===== src/rtl/spi_pkg.sv =====
// Shared types and constants for the SPI transaction arbiter.
// Build option SPI_ARB_RR_EN selects round-robin instead of fixed-priority arbitration.
package spi_pkg;

  typedef enum logic [1:0] {
    IDLE,
    LOAD,
    SHIFT,
    DONE
  } spi_arb_state_t;

  // Idle slave-select is all-ones; sliced down to SS_W at the point of use.
  localparam int SS_W_MAX = 16;
  localparam logic [SS_W_MAX-1:0] SS_IDLE = '1;

  function automatic bit is_idle(spi_arb_state_t s);
    return s == IDLE;
  endfunction

endpackage


===== src/rtl/spi_req_arbiter.sv =====
// Request arbiter: picks one winner from req, returning one-hot and index forms.
// SPI_ARB_RR_EN defined: round-robin with pointer register; undefined: lowest index wins.
module spi_req_arbiter
  import spi_pkg::*;
#(
  parameter int N_REQ = 4
) (
  input  logic                     clk,
  input  logic                     rst,
  input  logic [N_REQ-1:0]         req,
  input  logic                     upd,
  output logic                     any,
  output logic [N_REQ-1:0]         gnt_oh,
  output logic [$clog2(N_REQ)-1:0] gnt_idx
);

  localparam int IDX_W = $clog2(N_REQ);

`ifdef SPI_ARB_RR_EN
  logic [IDX_W-1:0] ptr_q;
  logic             found;
  int               j;

  always_ff @(posedge clk) begin
    if (!rst) begin
      ptr_q <= IDX_W'(N_REQ - 1);
    end else if (upd) begin
      ptr_q <= gnt_idx;
    end
  end

  // Search starts one past the last winner and wraps around.
  always_comb begin
    gnt_idx = '0;
    found   = 1'b0;
    j       = 0;
    for (int k = 1; k <= N_REQ; k++) begin
      j = (int'(ptr_q) + k) % N_REQ;
      if (!found && req[j]) begin
        found   = 1'b1;
        gnt_idx = IDX_W'(j);
      end
    end
  end
`else
  logic unused_rr;
  assign unused_rr = ^{clk, rst, upd};

  always_comb begin
    gnt_idx = '0;
    for (int i = N_REQ - 1; i >= 0; i--) begin
      if (req[i]) gnt_idx = IDX_W'(i);
    end
  end
`endif

  assign any    = |req;
  assign gnt_oh = any ? (N_REQ'(1) << gnt_idx) : '0;

endmodule


===== src/rtl/spi_arbiter.sv =====
// Shares one SPI master between N_REQ requesters: arbitrate, load, count WIDTH shifts, complete.
// Arbitration policy selected by SPI_ARB_RR_EN (round-robin) or its absence (fixed priority).
module spi_arbiter
  import spi_pkg::*;
#(
  parameter int WIDTH = 8,
  parameter int N_REQ = 4,
  parameter int SS_W  = 2
) (
  input  logic                    clk,
  input  logic                    rst,
  input  logic [N_REQ-1:0]        req,
  input  logic [N_REQ*WIDTH-1:0]  tx_data,
  input  logic [N_REQ*SS_W-1:0]   tx_ss,
  output logic [N_REQ-1:0]        gnt,
  output logic [N_REQ-1:0]        done,
  output logic [WIDTH-1:0]        rx_data,
  output logic                    busy,
  output logic                    m_up_data,
  output logic [WIDTH-1:0]        m_data,
  output logic [SS_W-1:0]         m_ss,
  input  logic [WIDTH-1:0]        m_rx_data
);

  // state | meaning
  // IDLE  | arbitrate; latch winner word/code on any request
  // LOAD  | one-cycle parallel-load strobe to the master
  // SHIFT | WIDTH cycles while the master shifts
  // DONE  | capture received word, pulse done to winner

  localparam int CNT_W = $clog2(WIDTH + 1);
  localparam int IDX_W = $clog2(N_REQ);
  localparam logic [CNT_W-1:0] CNT_LAST = CNT_W'(WIDTH - 1);
  localparam logic [SS_W-1:0]  SS_NONE  = SS_IDLE[SS_W-1:0];

  spi_arb_state_t    state_q, state_d;
  logic [N_REQ-1:0]  oh_q;
  logic [WIDTH-1:0]  data_q;
  logic [SS_W-1:0]   ss_q;
  logic [CNT_W-1:0]  cnt_q;
  logic [WIDTH-1:0]  rx_q;

  logic              arb_any;
  logic              arb_upd;
  logic [N_REQ-1:0]  arb_oh;
  logic [IDX_W-1:0]  arb_idx;

  assign arb_upd = is_idle(state_q) && arb_any;

  spi_req_arbiter #(
    .N_REQ (N_REQ)
  ) u_arb (
    .clk     (clk),
    .rst     (rst),
    .req     (req),
    .upd     (arb_upd),
    .any     (arb_any),
    .gnt_oh  (arb_oh),
    .gnt_idx (arb_idx)
  );

  always_ff @(posedge clk) begin
    if (!rst) begin
      state_q <= IDLE;
      oh_q    <= '0;
      data_q  <= '0;
      ss_q    <= SS_NONE;
      cnt_q   <= '0;
      rx_q    <= '0;
    end else begin
      state_q <= state_d;
      case (state_q)
        IDLE: begin
          if (arb_any) begin
            oh_q   <= arb_oh;
            data_q <= tx_data[int'(arb_idx)*WIDTH +: WIDTH];
            ss_q   <= tx_ss[int'(arb_idx)*SS_W +: SS_W];
          end
        end
        LOAD:    cnt_q <= '0;
        SHIFT:   cnt_q <= cnt_q + 1'b1;
        DONE:    rx_q  <= m_rx_data;
        default: ;
      endcase
    end
  end

  always_comb begin
    state_d = state_q;
    case (state_q)
      IDLE:    if (arb_any) state_d = LOAD;
      LOAD:    state_d = SHIFT;
      SHIFT:   if (cnt_q == CNT_LAST) state_d = DONE;
      DONE:    state_d = IDLE;
      default: state_d = IDLE;
    endcase
  end

  // Everything the master and clients see derives from state and latched copies only.
  always_comb begin
    busy      = !is_idle(state_q);
    m_up_data = (state_q == LOAD);
    m_data    = data_q;
    m_ss      = busy ? ss_q : SS_NONE;
    gnt       = busy ? oh_q : '0;
    done      = (state_q == DONE) ? oh_q : '0;
    rx_data   = (state_q == DONE) ? m_rx_data : rx_q;
  end

endmodule


===== config.mk =====
export PLATFORM = sky130hd
export DESIGN_NAME = spi_arbiter
export DESIGN_NICKNAME = d
export VERILOG_FILES = /design/src/rtl/spi_pkg.sv /design/src/rtl/spi_req_arbiter.sv /design/src/rtl/spi_arbiter.sv
export SDC_FILE = /design/constraint.sdc
export NUM_CORES = 1
export LEC_CHECK = 0
export ABC_CLOCK_PERIOD_IN_PS = 4100
export CORE_MARGIN = 2
export CORE_UTILIZATION = 40
export CTS_CLUSTER_SIZE = 14
export DETAILED_ROUTE_END_ITERATION = 7
export PLACE_DENSITY = 0.8
export SYNTH_ARGS = -nofsm -noshare
export SYNTH_HDL_FRONTEND = slang
export SYNTH_HIERARCHICAL = 1
export SYNTH_SLANG_ARGS = --single-unit

===== constraint.sdc =====
create_clock -name clk -period 4.1 [get_ports clk]
set_input_delay 0.82 -clock clk [delete_from_list [all_inputs] [get_ports clk]]
set_output_delay 0.82 -clock clk [all_outputs]
set_load 0.01 [all_outputs]

==> reports/results.ini, run 1 <==
[status]
status=complete, no violations

[logic_synthesis]
synth_seq_cells=28
synth_common_cells=28 x dfxtp_1, 18 x mux2i_1, 16 x nand2_1
postSynthCellCount=158
synthesis.area_um2=1544
synth_area_leader_cell=dfxtp_1
synth.area.top_cells=dfxtp_1 36%, mux2i_1 12%, mux2_2 5.8%, and2_1 5.7%, o221ai_1 4.5%
syn_nets=217
yosysWarnings=6
synth_edf_count=0
synth_top_area_share=0.3630
synth-main-ff-cell=dfxtp_1
synth_area_per_cell_um2=9.772
yosysMostFrequentCell=dfxtp_1
yosysSeqAreaShare=0.3630
synthArstFlopShare=0
ys_types=34

[min_path]
min_path_type=flop to flop
hold_path_depth=2
min_from=ss_q[1]
hold_path_end=ss_q[1]

[cells_and_area]
area_delta_synth_final_pct=58.91
fin_nets=296
diodes=0
drive_gt1_frac=0.08898
num-fill-cells=311

[sta]
finalHoldViolCount=0
fin_crit_sh=0.7051
setup_viol=0
clock_skew_ns=0.006860
rsz0062_at_grt=false
slew_violations=0
totalNegativeSetupSlack_ns=0
fmax_ghz=0.3459
slew_headroom=0.2483
period_minus_slack_ns=2.891
worst_pin_slew_ns=1.124
fin_hold_ws_ns=0.4769

[clocking]
cts_root_buffer=clkbuf_8
cts_resized=0
h-tree-depth=1
tritoncts=built
clkSlewWorstSetupHoldPaths_ns=0.10
ctsHoldBuffers=0
cts_made_buffers=3
cts_sinks=28
insertion_delay_ns=0.27
postCtsSetupRepairBufs=0
ctsLongestPathBuffers=2

[setup_path]
cp-start-kind=flop
required_ns=3.28
cp_slowest_cell=ha_1
reg2regPathDepth=6
crit_chain=ha_1, mux2_2, clkdlybuf4s50_1
path_delay_family=adder cells
crit_type=flop to output pin
cp_num_buf_inv=1
endpoint_kind=output pin
reg2reg_to=m_data[5]
crit_fanout=12
arrival_ns=2.07
cpPeakStageDelay_ns=0.51
timing.rr.start=state_q[0]
r2r_setup_slack_ns=2.41

[global_route]
grt_max_degree=32
grt_pass1_wl_um=6354
gr-total-overflow=0
grt_antenna_before_repair=0
grt_usage=0.1859
grt_pass1_vias=1376

[die]
start_util=0.4186
rows=22
dieArea_um2=4373
ios=82
die_height_um=66.13
die_x_um=66.13
core_area_um2=3689

[detailed_routing]
drtPass1Iterations=4
drt-initial-drc-count=71
via_per_inst=4.993
ant_nets=0
routedWlPerCell_um=13.26
vias=1418
wl_um=3766
drc=0

[power]
p_leak_uw=0.0009350
finalPower_uw=1042
power_density_nw_per_um2=424.8
ir_worst_vdd_uv=209.4

[place]
gp_congestion=0.7564
dp_hpwl_um=2910
placement.io_buffers=81

[run]
max-cap-violations=0

[tightest hold or removal path: stages, from the launching register on]
cell and delay (ns):
dfxtp_1 0.32, nand2_1 0.05, nand3_1 0.06
[flip-flops by register name, summed over array words and instances, names as in the netlist]
name	flops
cnt_q	4
m_data	8
oh_q	4
rx_q	8
ss_q	2
state_q	2
[cells in the final DEF, fill, tap and decap left out]
cell and n:
clkdlybuf4s50_1 81, dfxtp_1 28, mux2i_1 18, nand2_1 16, and2_1 14, nand3_1 13, mux2_2 8, o221ai_1 8
a21boi_0 6, ha_1 5, inv_1 4, nand2b_1 4, nor2b_1 3, clkbuf_8 3, nor2_1 3, or2_2 2
mux4_1 2, nand2_4 1, clkinv_4 1, and2b_1 1, nand3b_4 1, nand3_4 1, nor3b_1 1, o21a_1 1
nand3b_1 1, a2bb2oi_1 1, nand4_1 1, or3_1 1, a21boi_1 1, o221a_2 1, bufinv_16 1, buf_4 1
a21oi_1 1, nor3_2 1, nor3_1 1
[metrics by stage]
step,instances,util,area (um2),setup slack [ns]
2_1_floorplan,158,-,1544,1.915
3_3_place_gp,280,0.6459,2382,1.302
3_5_place_dp,280,0.6459,2382,1.301
4_1_cts,284,0.6652,2454,1.169
5_1_grt,284,0.6652,2454,1.092
6_report,284,0.6652,2454,1.209
[worst max-delay path by stage]
stage,from,to,slack [ns],depth (start not counted)
2_1_floorplan,req[2],ss_q[0],1.92,5
3_3_place_gp,m_rx_data[7],rx_data[7],1.30,3
3_5_place_dp,req[1],ss_q[1],1.30,6
4_1_cts,state_q[0],rx_data[7],1.17,3
5_1_grt,state_q[0],rx_data[7],1.09,3
6_report,state_q[0],rx_data[7],1.21,3
[layer usage]
layer	wire length (um)	vias to the layer above	track usage
li1	-	718	-
met1	1586	643	0.2376
met2	1804	53	0.2988
met3	335	4	0.06133
met4	40	0	0.05102
met5	0	-	0
[power by group]
group / switching [uW] / internal (uW) / leakage, uW
combinational: 214 / 247 / 0.000670
clock: 87.8 / 131 / 0.0000357
sequential: 32.0 / 331 / 0.000229
[cell type report]
class                   instances  area, um2  share of cell area
flip-flops and latches         28      560.5              0.2285
clock buffers                   3      41.29             0.01683
multi-input cells             117      919.6              0.3748
clock inverters                 1      30.03             0.01224
repair buffers                 82      818.3              0.3335
well taps                      48      60.06             0.02448
inverters                       5      23.77            0.009689
[cells by family after synthesis]
logic type,synth area share
simple gates,0.2423
mux,0.2091
flops,0.3630
compound gates,0.1005
buf+inv,0.04457
fa+ha+maj,0.04052
Note: power is estimated with default switching activity, not from simulation.
==> run 2: changes to the inputs <==
--- a/config.mk
+++ b/config.mk
@@ -5,12 +5,12 @@
 export SDC_FILE = /design/constraint.sdc
 export NUM_CORES = 1
 export LEC_CHECK = 0
-export ABC_CLOCK_PERIOD_IN_PS = 4100
+export ABC_CLOCK_PERIOD_IN_PS = 2300
 export CORE_MARGIN = 2
-export CORE_UTILIZATION = 40
+export CORE_UTILIZATION = 35
 export CTS_CLUSTER_SIZE = 14
 export DETAILED_ROUTE_END_ITERATION = 7
-export PLACE_DENSITY = 0.8
+export PLACE_DENSITY = 0.74
 export SYNTH_ARGS = -nofsm -noshare
 export SYNTH_HDL_FRONTEND = slang
 export SYNTH_HIERARCHICAL = 1
==> constraint.sdc (replaced) <==
create_clock -name clk -period 2.3 [get_ports clk]
set_input_delay 0.46 -clock clk [delete_from_list [all_inputs] [get_ports clk]]
set_output_delay 0.46 -clock clk [all_outputs]
set_load 0.01 [all_outputs]
==> run 2 against run 1 <==
Net effect:
- worst hold slack improved by 0.0072 ns
- worst setup slack got worse by 1.1 ns
- sequential share of layout area decreased by 0.56 points
- non-clock buffer count increased by 4
- routed wire length decreased by 4.0%
- sequential power increased by 83%
- via count decreased by 0.14%
- largest cell class unchanged
==> reports/results.ini, run 2 (synthesis results as in run 1) <==
[detailed_routing]
drc=0  ; unchanged
drtPass1Iterations=4  ; unchanged
via_per_inst=4.849  ; -2.9%
ant_nets=0  ; unchanged
vias=1416  ; -0.14%
wl_um=3615  ; -4.0%
routedWlPerCell_um=12.38  ; -6.6%
drt-initial-drc-count=25  ; -65%

[status]
status=complete, no violations

[setup_path]
endpoint_kind=output pin
required_ns=1.84  ; -1.44 ns
crit_fanout=8  ; -4
timing.rr.start=state_q[0]
cp-startpoint=state_q[0]
arrival_ns=1.77  ; -0.30 ns
cp-start-kind=flop
crit_type=flop to output pin

[min_path]
min_path_type=flop to flop
min_from=ss_q[0]

[place]
gp_congestion=0.7342  ; -2.9%
dp_hpwl_um=2787  ; -4.2%
placement.io_buffers=81  ; unchanged
dpl.cell_count=288  ; +2.9%

[sta]
finalHoldViolCount=0  ; unchanged
fin_crit_sh=0.9678
clock_skew_ns=0.001985  ; -0.004875 ns
period_minus_slack_ns=2.226
fin_hold_ws_ns=0.4841  ; +0.007196 ns
setup_viol=0  ; unchanged
slew_headroom=0.6736  ; +0.4254
slew_violations=0  ; unchanged
fmax_ghz=0.4492
worst_pin_slew_ns=0.4880  ; -0.6360 ns

[power]
p_comb_frac=0.449  ; +0.007
p_int_uw=1302  ; +84%
ir_worst_vdd_uv=295.8  ; +41%
swShare=0.3161  ; -0.004156
p_seq_frac=0.348  ; about the same
switching_power_uw=601.8  ; +80%
clkPwrFrac=0.202  ; -0.008
p_leak_uw=0.001049  ; +12%
power_density_nw_per_um2=747.0  ; +76%

[clocking]
ctsLongestPathBuffers=2  ; unchanged
insertion_delay_ns=0.27  ; about the same
postCtsSetupRepairBufs=0  ; unchanged
cts_made_buffers=3  ; unchanged
cts_root_buffer=clkbuf_8
tritoncts=built
h-tree-depth=1  ; unchanged
clkSlewWorstSetupHoldPaths_ns=0.09  ; about the same
ctsHoldBuffers=0  ; unchanged
cts_sinks=28  ; unchanged

[cells_and_area]
regArea_um2=568.0  ; +1.3%
num-fill-cells=391  ; +26%
final_cell_mix=76 x clkdlybuf4s50_1, 26 x dfxtp_1, 18 x mux2i_1
final_common_cell=clkdlybuf4s50_1
fin_nets=300  ; +1.4%
layout.cells.non_filler=292  ; +2.8%
diodes=0  ; unchanged
drive_gt1_frac=0.1208  ; +0.03185
multi_input_area_um2=934.6  ; +1.6%
area_delta_synth_final_pct=65.07

[global_route]
grt_antenna_before_repair=0  ; unchanged
gr-total-overflow=0  ; unchanged
grt_usage=0.1590  ; -0.02694
grt_pass1_vias=1446  ; +5.1%
grt_max_degree=22  ; -31%
grt_pass1_wl_um=6513  ; +2.5%

[die]
core_area_um2=4294  ; +16%
dieArea_um2=4959  ; +13%
rows=24  ; +9.1%
start_util=0.3596  ; -0.05903
die_height_um=70.42  ; +6.5%
ios=82  ; unchanged
die_x_um=70.42  ; +6.5%

[run]
max-cap-violations=0  ; unchanged

-- run 2: cell types whose count changed in the layout (fill, tap and decap cells not counted), sizes merged --
cell           previous run  this run
clkdlybuf4s50            81        76
dlymetal6s2s              0         5
buf                       1         5
-- run 2: per-stage QoR --
stage	total power, uW	worst slack (ns)	util	instance area (um2)	setup TNS, ns
CTS	1940	0.01280	0.5895	2531	0
detailed placement	1520	0.03810	0.5688	2442	0
floorplan	1099	0.4750	-	1544	0
global route	2038	-0.001618	0.5935	2549	-0.001618
global placement	1515	0.08709	0.5688	2442	0
finish	1904	0.07400	0.5935	2549	0
-- run 2: area by class of cell --
class / count / share of cell area
timing repair buffer: 86 / 0.3476
tap: 52 / 0.02553
clock buffer: 3 / 0.01620
multi-input combinational: 117 / 0.3667
clock inverter: 1 / 0.01178
inverter: 5 / 0.009327
sequential: 28 / 0.2229
-- run 2: final timing paths --
check	end	slack, ns	depth (start not counted)
min reg2reg	ss_q[0]	0.48	2
max reg2reg	cnt_q[3]	0.81	5
max	rx_data[6]	0.07	4
min	ss_q[0]	0.48	2
-- run 2: power groups by stage --
stage                     combinational, uW  sequential (uW)  clock, uW
after floorplan                         427              671          0
after global placement                  859              656          0
after detailed placement                860              660          0
after CTS                               876              661        404
after global routing                    941              679        417
final                                   856              663        385
-- run 2: metal layers --
layer	vias to the layer above	wire length [um]	GRT usage
met2	51	1671	0.2610
met4	0	29	0.03846
met3	4	290	0.04906
li1	727	-	-
met5	-	0	0
met1	634	1624	0.2032
-- run 2: what timing repair did --
| action | in CTS | in global routing |
|---|---|---|
| setup endpoints to repair | 11 | 10 |
| resized for setup | 5 | 7 |
| gates cloned | 0 | 0 |
-- run 2: worst max-delay path: stages, from the launching register on --
cell and delay [ns]:
dfxtp_4 0.39, ha_4 0.17, buf_12 0.12, mux2_2 0.33
clkdlybuf4s50_1 0.48
==> run 3: changes to the inputs <==
--- a/config.mk
+++ b/config.mk
@@ -8,6 +8,7 @@
 export ABC_CLOCK_PERIOD_IN_PS = 2300
 export CORE_MARGIN = 2
 export CORE_UTILIZATION = 35
+export CTS_CLUSTER_DIAMETER = 100
 export CTS_CLUSTER_SIZE = 14
 export DETAILED_ROUTE_END_ITERATION = 7
 export PLACE_DENSITY = 0.74
==> results of run 3 <==
Same layout as run 2: the final DEF is identical, and so are final timing and power.
